**src/rtl/strong_brick_pkg.sv**
```systemverilog
// Shared types and helpers for the strong-brick playfield layer.
package strong_brick_pkg;

  localparam int MAT_ROWS       = 15;
  localparam int MAT_COLS       = 20;
  localparam int CELL_SHIFT_DEF = 5;

  localparam logic [1:0] ST_IDLE = 2'd0;
  localparam logic [1:0] ST_LOAD = 2'd1;
  localparam logic [1:0] ST_RUN  = 2'd2;

  typedef logic [0:MAT_ROWS-1][0:MAT_COLS-1] brick_mat_t;

  typedef enum logic [1:0] {
    IDLE = ST_IDLE,
    LOAD = ST_LOAD,
    RUN  = ST_RUN
  } brick_state_t;

  function automatic logic [4:0] row_popcount(input logic [0:MAT_COLS-1] r);
    logic [4:0] n;
    n = '0;
    for (int i = 0; i < MAT_COLS; i++) n = n + 5'(r[i]);
    return n;
  endfunction

endpackage

```
**src/rtl/strong_brick_pixel_lookup.sv**
```systemverilog
// Maps a VGA pixel to its playfield cell; indices are forced to 0 when off the grid.
module strong_brick_pixel_lookup
  import strong_brick_pkg::*;
#(
  parameter int CELL_SHIFT = CELL_SHIFT_DEF
) (
  input  logic [10:0] pixelX,
  input  logic [10:0] pixelY,
  output logic [3:0]  row,
  output logic [4:0]  col,
  output logic        in_range
);

  logic [10:0] cell_x;
  logic [10:0] cell_y;

  always_comb begin
    cell_x   = pixelX >> CELL_SHIFT;
    cell_y   = pixelY >> CELL_SHIFT;
    in_range = (cell_y < 11'(MAT_ROWS)) && (cell_x < 11'(MAT_COLS));
    row      = in_range ? cell_y[3:0] : 4'd0;
    col      = in_range ? cell_x[4:0] : 5'd0;
  end

endmodule

```
**src/rtl/strong_brick_matrix.sv**
```systemverilog
// Live strong-brick playfield: loads a level map, serves hits and per-pixel draw queries.
// Define STRONG_BRICK_BREAK_EN to make bricks destructible; otherwise they never break.
module strong_brick_matrix
  import strong_brick_pkg::*;
#(
  parameter int HITS_TO_BREAK = 2,
  parameter int CELL_SHIFT    = CELL_SHIFT_DEF
) (
  input  logic        clk,
  input  logic        resetN,
  input  brick_mat_t  map0,
  input  brick_mat_t  map1,
  input  brick_mat_t  map2,
  input  brick_mat_t  map3,
  input  logic        load,
  input  logic [1:0]  level,
  input  logic [10:0] pixelX,
  input  logic [10:0] pixelY,
  input  logic        hit_valid,
  input  logic [3:0]  hit_row,
  input  logic [4:0]  hit_col,
  output logic        hit_ready,
  output logic        hit_ack,
  output logic        hit_solid,
  output logic        hit_destroyed,
  output logic        drawingRequest,
  output logic        busy,
  output logic [8:0]  bricks_left
);

  brick_state_t state;
  logic [3:0]   load_row;
  logic [1:0]   load_level;
  brick_mat_t   mat;
  brick_mat_t   sel_map;

  logic [3:0] pix_row;
  logic [4:0] pix_col;
  logic       pix_in_range;

  logic       hit_in_range;
  logic [3:0] hr;
  logic [4:0] hc;
  logic       hit_take;
  logic       hit_on_brick;
  logic       hit_breaks;

  always_comb begin
    case (load_level)
      2'd0:    sel_map = map0;
      2'd1:    sel_map = map1;
      2'd2:    sel_map = map2;
      default: sel_map = map3;
    endcase
  end

  strong_brick_pixel_lookup #(.CELL_SHIFT(CELL_SHIFT)) u_lookup (
    .pixelX   (pixelX),
    .pixelY   (pixelY),
    .row      (pix_row),
    .col      (pix_col),
    .in_range (pix_in_range)
  );

  // Out-of-grid hits use cell (0,0) as a harmless index and are masked by hit_in_range.
  assign hit_in_range = (hit_row < 4'(MAT_ROWS)) && (hit_col < 5'(MAT_COLS));
  assign hr           = hit_in_range ? hit_row : 4'd0;
  assign hc           = hit_in_range ? hit_col : 5'd0;
  assign busy         = (state == LOAD);
  assign hit_ready    = (state == RUN) && !load;
  assign hit_take     = hit_valid && hit_ready;
  assign hit_on_brick = hit_take && hit_in_range && mat[hr][hc];

`ifdef STRONG_BRICK_BREAK_EN
  logic [1:0] dmg [MAT_ROWS][MAT_COLS];
  logic [1:0] dmg_next;

  always_comb begin
    dmg_next   = (dmg[hr][hc] == 2'd3) ? 2'd3 : dmg[hr][hc] + 2'd1;
    hit_breaks = hit_on_brick && (dmg_next == 2'(HITS_TO_BREAK));
  end

  // Counters update on the transfer edge so a repeat hit next cycle sees the new value.
  always_ff @(posedge clk or negedge resetN) begin
    if (!resetN) begin
      for (int r = 0; r < MAT_ROWS; r++)
        for (int c = 0; c < MAT_COLS; c++)
          dmg[r][c] <= 2'd0;
    end else if (state == LOAD && !load) begin
      for (int c = 0; c < MAT_COLS; c++) dmg[load_row][c] <= 2'd0;
    end else if (hit_on_brick) begin
      dmg[hr][hc] <= dmg_next;
    end
  end
`else
  assign hit_breaks = 1'b0;
`endif

  always_ff @(posedge clk or negedge resetN) begin
    if (!resetN) begin
      state          <= IDLE;
      load_row       <= 4'd0;
      load_level     <= 2'd0;
      mat            <= '0;
      bricks_left    <= 9'd0;
      hit_ack        <= 1'b0;
      hit_solid      <= 1'b0;
      hit_destroyed  <= 1'b0;
      drawingRequest <= 1'b0;
    end else begin
      hit_ack        <= hit_take;
      hit_solid      <= hit_on_brick;
      hit_destroyed  <= hit_breaks;
      drawingRequest <= (state == RUN) && pix_in_range && mat[pix_row][pix_col];
      if (load) begin
        state       <= LOAD;
        load_row    <= 4'd0;
        load_level  <= level;
        bricks_left <= 9'd0;
      end else if (state == LOAD) begin
        mat[load_row] <= sel_map[load_row];
        bricks_left   <= bricks_left + 9'(row_popcount(sel_map[load_row]));
        if (load_row == 4'(MAT_ROWS - 1)) state <= RUN;
        else load_row <= load_row + 4'd1;
      end else if (hit_breaks) begin
        mat[hr][hc] <= 1'b0;
        bricks_left <= bricks_left - 9'd1;
      end
    end
  end

endmodule

```
**config.mk**
```make
export PLATFORM = sky130hd
export DESIGN_NAME = strong_brick_matrix
export DESIGN_NICKNAME = d
export VERILOG_FILES = /design/src/rtl/strong_brick_pkg.sv /design/src/rtl/strong_brick_pixel_lookup.sv /design/src/rtl/strong_brick_matrix.sv
export SDC_FILE = /design/constraint.sdc
export NUM_CORES = 2
export LEC_CHECK = 0
export BUFFER_PORTS_ARGS = -buffer_cell sky130_fd_sc_hd__buf_2
export CELL_PAD_IN_SITES_DETAIL_PLACEMENT = 0
export CELL_PAD_IN_SITES_GLOBAL_PLACEMENT = 1
export CORE_AREA = 2 2 493 495
export DETAILED_ROUTE_END_ITERATION = 7
export DIE_AREA = 0 0 495 497
export GPL_TIMING_DRIVEN = 0
export PLACE_DENSITY_LB_ADDON = 0.12
export SLEW_MARGIN = 10
export SYNTH_ARGS = -nofsm -noshare
export SYNTH_HDL_FRONTEND = slang
export SYNTH_SLANG_ARGS = --single-unit
```
**constraint.sdc**
```tcl
create_clock -name clk -period 7.4 [get_ports clk]
set_input_delay 0.74 -clock clk [delete_from_list [all_inputs] [get_ports clk]]
set_output_delay 0.74 -clock clk [all_outputs]
set_load 0.05 [all_outputs]
```
# Word-level counts from Yosys, hierarchy flattened
# Cells that the tools add are included.
[totals]
reg_bits = 320
latch_bits = 0
mem_bits_rw = 0
romBits = 0
output_inout_bits = 15
word_cells = 112
mem_count = 0
[op_classes]
n_addsub = 21
n_mul = 0
div_mod_pow = 0
magnitude_cmp = 10
n_eq_ne = 6
shift = 0
muxes = 31
bitwise_logic = 6
reduce_logical = 16
[ops]
columns = ["op", "n"]
rows = [
  ["$pmux W300 S3", 1],
  ["$bwmux W300", 1],
  ["$bmux W20 S4", 3],
  ["$mux W20", 7],
  ["$demux W20 S4", 1],
  ["$add A5 B1 Y5", 15],
  ["$mux W4", 5],
  ["$mux W9", 2],
  ["$ge A5 B5 Y1 const B", 3],
  ["$not A4 Y5", 3],
  ["$ge A6 B6 Y1 const B", 2],
  ["$not A5 Y6", 2],
  ["$bmux W1 S5", 2],
  ["$mux W5", 2],
  ["$add A9 B5 Y9", 1],
  ["$logic_and A1 B1 Y1", 9],
  ["$lt A6 B4 Y1 const B", 1],
  ["$lt A6 B5 Y1 const B", 1],
  ["$mux W2", 3],
  ["$reduce_and A2 Y1", 3],
  ["$add A4 B1 Y5", 1],
  ["$lt A5 B1 Y1 const B", 1],
  ["$lt A5 B5 Y1 const B", 1],
  ["$add A3 B1 Y4", 1],
  ["other kinds (13)", 19],
]

# Longest topological paths before layout
[depth]
word_depth = 27
mapped_depth = 32
mapped_depth_nobuf = 27

# Hierarchy
# A second synthesis with hierarchy kept.
[hier_totals]
hier_cells = 2724
area_unflattened_um2 = 28516.1
[by_module_without_submodules]
columns = ["module", "instances", "cells_each", "area_each_um2", "seq_area_each_um2"]
rows = [
  ["strong_brick_matrix", 1, 2708, 28333.4, 8007.7],
  ["strong_brick_pixel_lookup", 1, 16, 182.7, 0.0],
]

# Least setup slack after synthesis
# No wires, ideal clock.
[synth_timing]
path_kind = "reg-to-reg"
from = "reg load_row[1]"
to = "reg bricks_left[8]"
setup_time_ns = 0.132
arrival_ns = 7.045
t_required_ns = 7.268
setup_slack_ns = 0.223
stages_incl_launch_ff = 29
period_less_slack_ns = 7.177
path_cell_list = "dfrtp_1 -> buf_4 -> inv_2 -> buf_2 -> mux4_2 -> mux4_2 -> o22ai_1 -> nand2_1 -> o211ai_1 -> clkbuf_1 -> inv_1 -> fa_1 -> inv_1 -> fa_1 -> fa_1 -> inv_1 -> fa_1 -> fa_1 -> inv_1 -> fa_1 -> fa_1 -> nor2b_1 -> o21ai_0 -> a21boi_0 -> o21ai_0 -> nand2b_1 -> nand4_1 -> xor2_1 -> nor2_1"
[synth_via]
elab_chain_len = 26
[synth_lines]
columns = ["element", "line_no", "source"]
rows = [
  ["start: declaration", "strong_brick_matrix.sv:32", "logic [3:0] load_row;"],
  ["start signal: assignment", "strong_brick_matrix.sv:124", "else load_row <= load_row + 4'd1;"],
  ["$not A4 Y5 (implied by the code) *", "strong_brick_matrix.sv:122", "bricks_left <= bricks_left + 9'(row_popcount(sel_map[load_row]));"],
  ["$bmux W20 S4 *", "strong_brick_matrix.sv:122", ""],
  ["$mux W20 (implied by the code) * (2 in a row)", "strong_brick_matrix.sv:122", ""],
  ["$add A1 B1 Y2", "strong_brick_pkg.sv:23", "for (int i = 0; i < MAT_COLS; i++) n = n + 5'(r[i]);"],
  ["$add A2 B1 Y3", "strong_brick_pkg.sv:23", ""],
  ["$add A3 B1 Y4", "strong_brick_pkg.sv:23", ""],
  ["$add A4 B1 Y5", "strong_brick_pkg.sv:23", ""],
  ["$add A5 B1 Y5 (14 in a row)", "strong_brick_pkg.sv:23", ""],
  ["$add A5 B1 Y5 *", "strong_brick_pkg.sv:23", ""],
  ["$add A9 B5 Y9 *", "strong_brick_matrix.sv:122", ""],
  ["$mux W9 *", "strong_brick_matrix.sv:120", "end else if (state == LOAD) begin"],
  ["$mux W9 *", "strong_brick_matrix.sv:115", "if (load) begin"],
  ["end signal: assignment", "strong_brick_matrix.sv:122", ""],
  ["end signal: assignment", "strong_brick_matrix.sv:127", "bricks_left <= bricks_left - 9'd1;"],
  ["end: declaration", "strong_brick_matrix.sv:28", "output logic [8:0] bricks_left"],
]
# Mark *: on every way between the ends. The rest lies on a longest branch, timed or not. The select of a mux whose other input is x is not followed.
# A chain may end at the register's enable or synchronous reset.

# Worst setup path after layout
[layout_timing]
from = "reg load_level[1]"
to = "reg bricks_left[8]"
[layout_via]
elab_chain_len = 27
[layout_lines]
columns = ["element", "line_no", "source"]
rows = [
  ["start: declaration", "strong_brick_matrix.sv:33", "logic [1:0] load_level;"],
  ["start signal: assignment", "strong_brick_matrix.sv:118", "load_level <= level;"],
  ["$eq A2 B2 Y1, or another cell as far along", "strong_brick_matrix.sv:49", "case (load_level)"],
  ["$pmux W300 S3 *", "strong_brick_matrix.sv:49", ""],
  ["$bmux W20 S4 *", "strong_brick_matrix.sv:122", ""],
  ["$mux W20 (implied by the code) * (2 in a row)", "strong_brick_matrix.sv:122", ""],
  ["$add A1 B1 Y2", "strong_brick_pkg.sv:23", ""],
  ["$add A2 B1 Y3", "strong_brick_pkg.sv:23", ""],
  ["$add A3 B1 Y4", "strong_brick_pkg.sv:23", ""],
  ["$add A4 B1 Y5", "strong_brick_pkg.sv:23", ""],
  ["$add A5 B1 Y5 (14 in a row)", "strong_brick_pkg.sv:23", ""],
  ["$add A5 B1 Y5 *", "strong_brick_pkg.sv:23", ""],
  ["$add A9 B5 Y9 *", "strong_brick_matrix.sv:122", ""],
  ["$mux W9 *", "strong_brick_matrix.sv:120", ""],
  ["$mux W9 *", "strong_brick_matrix.sv:115", ""],
]
# Marked as above.

==> impl_metrics.tcl <==
set metrics [dict create \
    status "complete, but fails checks" \
    violations "max-capacitance violations, max-slew violations, negative setup slack" \
    worst_hold_slack_ps 25.7 \
    critPathMaxStageDelay_ps 610 \
    grtUsageMet1_pct 42.5 \
    clk_pin_slew_worst_paths_ps 60 \
    die_x_um 495 \
    grt.busiest_layer "met2" \
    ctsHoldBuffers 0 \
    crit_top_cell "fa_1" \
    end_kind "register" \
    grt_pass1_vias 35900 \
    crit_arrival_ps 8230 \
    avgRoutedWirePerCell_um 55.2 \
    ir_worst_vdd_mv 0.300 \
    fin_nets 5591 \
    io_pins 1252 \
    layout-drive-gt1-share_pct 48.7 \
    grt.overflow.total 0 \
    max-clock-path-buffers 3 \
    fin_cells 7770 \
    setup_tns_ps -1000 \
    cp_max_fo 10 \
    dieArea_mm2 0.246 \
    place_congestion 1.05 \
    yosysWarnings 0 \
    fmax_mhz 129 \
    firstDrtPassIters 8 \
    syn_area_mm2 0.0290 \
    fillers 27300 \
    synth_cell_type_count 81 \
    cap_violations 1 \
    numCtsBuffers 44 \
    antenna_found_initial 414 \
    switchingPower_w 0.00522 \
    syn2layout_area_growth_pct 49.4 \
    hold_path.class "primary input to asynchronous set/reset pin" \
    postRouteAntennaNets 0 \
    syn_inst 2984 \
    power_frac_seq_pct 23.9 \
    start_util_pct 12.1 \
    grt_max_degree 90 \
    min_period_over_period_pct 104 \
    grt_pass1_wl_mm 512 \
    worstMarginPinSlew_ps 1510 \
    cts_sinks 320 \
    setup_viol 5 \
    grt_usage_pct 33.6 \
    dr.first_iter.drc_count 5203 \
    port_buffers 1238 \
    p_sw_share_pct 46.7 \
    power_frac_clock_pct 22.1 \
    htree_num_levels 2 \
    fp.dieH_um 497 \
    synth_seq_cells 320 \
    critPathSlowestCell "fa_1" \
    vias 38700 \
    tritoncts "built" \
    clk-insertion-delay-late_ps 650 \
    grt_setup_unrepaired "true" \
    p_leak_nw 18.2 \
    clock-root-buffer "clkbuf_16" \
    period_minus_slack_ps 7730 \
    pwr-share-comb_pct 54.0 \
    hold_viol 0 \
    mostFrequentLayoutCells "buf_2, nand2_1, dfrtp_1" \
    p_per_area_mw_per_mm2 258 \
    globalRouteMet3Util_pct 11.4 \
    core_mm2 0.240 \
    async_reset_ff_share_pct 100 \
    skew_ps 27.6 \
    p_int_w 0.00595 \
    setup_ws_ps -326 \
    maxSlewHeadroom_pct -1.71 \
    via_per_inst 4.98 \
    maxSlewViolCount 2 \
    met2_usage_pct 52.7 \
    path_class "register to register" \
    crit_required_ps 7910 \
    mostFrequentLayoutCell "buf_2" \
    worstSetupStartpointType "register" \
    rows 180 \
    final_util_pct 18.0 \
    avgSynthCellArea_um2 9.71 \
    synth_seq_area_share_pct 27.6 \
    synthesis.nets 4252 \
    synthFlopType "dfrtp_1" \
    synth_edf_count 0 \
    r2r_slack_ps -330 \
    drc 0 \
    power_w 0.0112 \
    drt-total-wl_mm 429 \
    dpl.hpwl_mm 373 \
    placed_cells 7422 \
]
cell usage after synthesis, types with 8 or more instances:
| cell | number | share of area (%) |
|---|---|---|
| nor3_1 | 32 | 0.55 |
| nand4_1 | 28 | 0.60 |
| nor4_1 | 13 | 0.28 |
| mux2i_1 | 147 | 5.1 |
| mux4_2 | 258 | 20 |
| o221ai_1 | 18 | 0.54 |
| a21o_1 | 8 | 0.21 |
| nand2_1 | 408 | 5.3 |
| and2_1 | 11 | 0.24 |
| inv_1 | 61 | 0.79 |
| nor2b_1 | 15 | 0.32 |
| clkbuf_1 | 149 | 1.9 |
| a2111oi_0 | 12 | 0.36 |
| a22oi_1 | 26 | 0.67 |
| o21ai_1 | 36 | 0.62 |
| a221o_1 | 14 | 0.48 |
| a221oi_1 | 51 | 1.5 |
| o211ai_1 | 28 | 0.73 |
| o22ai_1 | 64 | 1.4 |
| buf_6 | 8 | 0.31 |
| a21oi_1 | 183 | 3.2 |
| fa_1 | 15 | 1.0 |
| nor2_1 | 120 | 1.6 |
| o21ai_0 | 285 | 4.9 |
| dfrtp_1 | 320 | 28 |
| nand3_1 | 41 | 0.71 |
| buf_4 | 30 | 0.78 |
| buf_1 | 36 | 0.47 |
| buf_2 | 71 | 1.2 |
| mux2_2 | 237 | 9.2 |
| a211oi_1 | 33 | 0.85 |
| and3_1 | 12 | 0.26 |
| a31oi_1 | 27 | 0.58 |
| ha_1 | 16 | 0.69 |
| o2111ai_1 | 13 | 0.39 |
| or3_1 | 9 | 0.19 |
| nand2b_1 | 14 | 0.30 |
power groups by stage:
stage,Sequential (W),Combinational (W),Clock (W)
detailed placement,0.00268,0.00532,0
global route,0.00269,0.00638,0.00258
global placement,0.00268,0.00532,0
finish,0.00267,0.00603,0.00247
floorplan,0.00242,0.00275,0
CTS,0.00265,0.00584,0.00252
state kept, by name, indices dropped and copies added (netlist names):
| signal | cells |
|---|---|
| bricks_left | 9 |
| hit_solid | 1 |
| state | 2 |
| drawingRequest | 1 |
| load_level | 2 |
| load_row | 4 |
| mat | 300 |
| hit_ack | 1 |
routing by layer:
metal | up-vias | wire, um
li1 | 14500 | -
met1 | 20300 | 177000
met2 | 2854 | 193000
met3 | 822 | 40200
met4 | 164 | 18000
met5 | - | 1020
worst paths after layout:
check | start | endpoint | cells after the start
worst max-delay path | load_level[1] | bricks_left[8] | 28
worst min-delay path | resetN | mat[274] | 1
worst max register to register | load_level[1] | bricks_left[8] | 28
worst min register to register | mat[115] | mat[115] | 2
max in group asynchronous | resetN | load_level[0] | 3
min in group clk | mat[115] | mat[115] | 2
repair_timing:
action / 4_1_cts / 5_1_grt
pin swaps: 30 / 22
endpoints found under the hold margin: 0 / 0
setup endpoints to repair: 9 / 7
setup buffers: 34 / 13
gates resized for setup: 296 / 53
gates cloned: 1 / 0
layout make-up:
cell class	instances	area (um2)	area share [%]
buffer	288	2130	4.92
clock buffer	62	1240	2.86
tap	3185	3990	9.20
timing repair buffer	1299	6910	16.0
multi-input combinational	2304	19800	45.8
clock inverter	19	368	0.849
antenna	227	568	1.31
sequential	320	8010	18.5
inverter	66	264	0.609
through the flow:
step                setup slack (ps)  instance area (um2)
CTS                             -366                42500
global route                    -412                42900
detailed placement             -4220                39500
finish                          -326                43300
floorplan                        223                29000
global placement               -6370                39200
worst max-delay path, delay by kind of cell, from the launching register on:
family	cells	cell delay (ps)
flops	1	350
mux	3	890
compound gates	4	750
simple gates	4	420
xor+xnor	1	180
fa+ha+maj	7	3440
buf+inv	9	1490
cells by family after synthesis:
family / after synthesis / synth area share (%)
other: 1 / 0.0129
DFF: 320 / 27.6
AOI/OAI and AO/OA: 899 / 19.7
xor gates and xnor gates: 4 / 0.121
muxes: 644 / 34.4
adders and majority gates: 31 / 1.73
and+or+nand+nor: 725 / 10.9
buffers and inverters: 360 / 5.56
No activity file was read; power rests on OpenSTA's default activity.
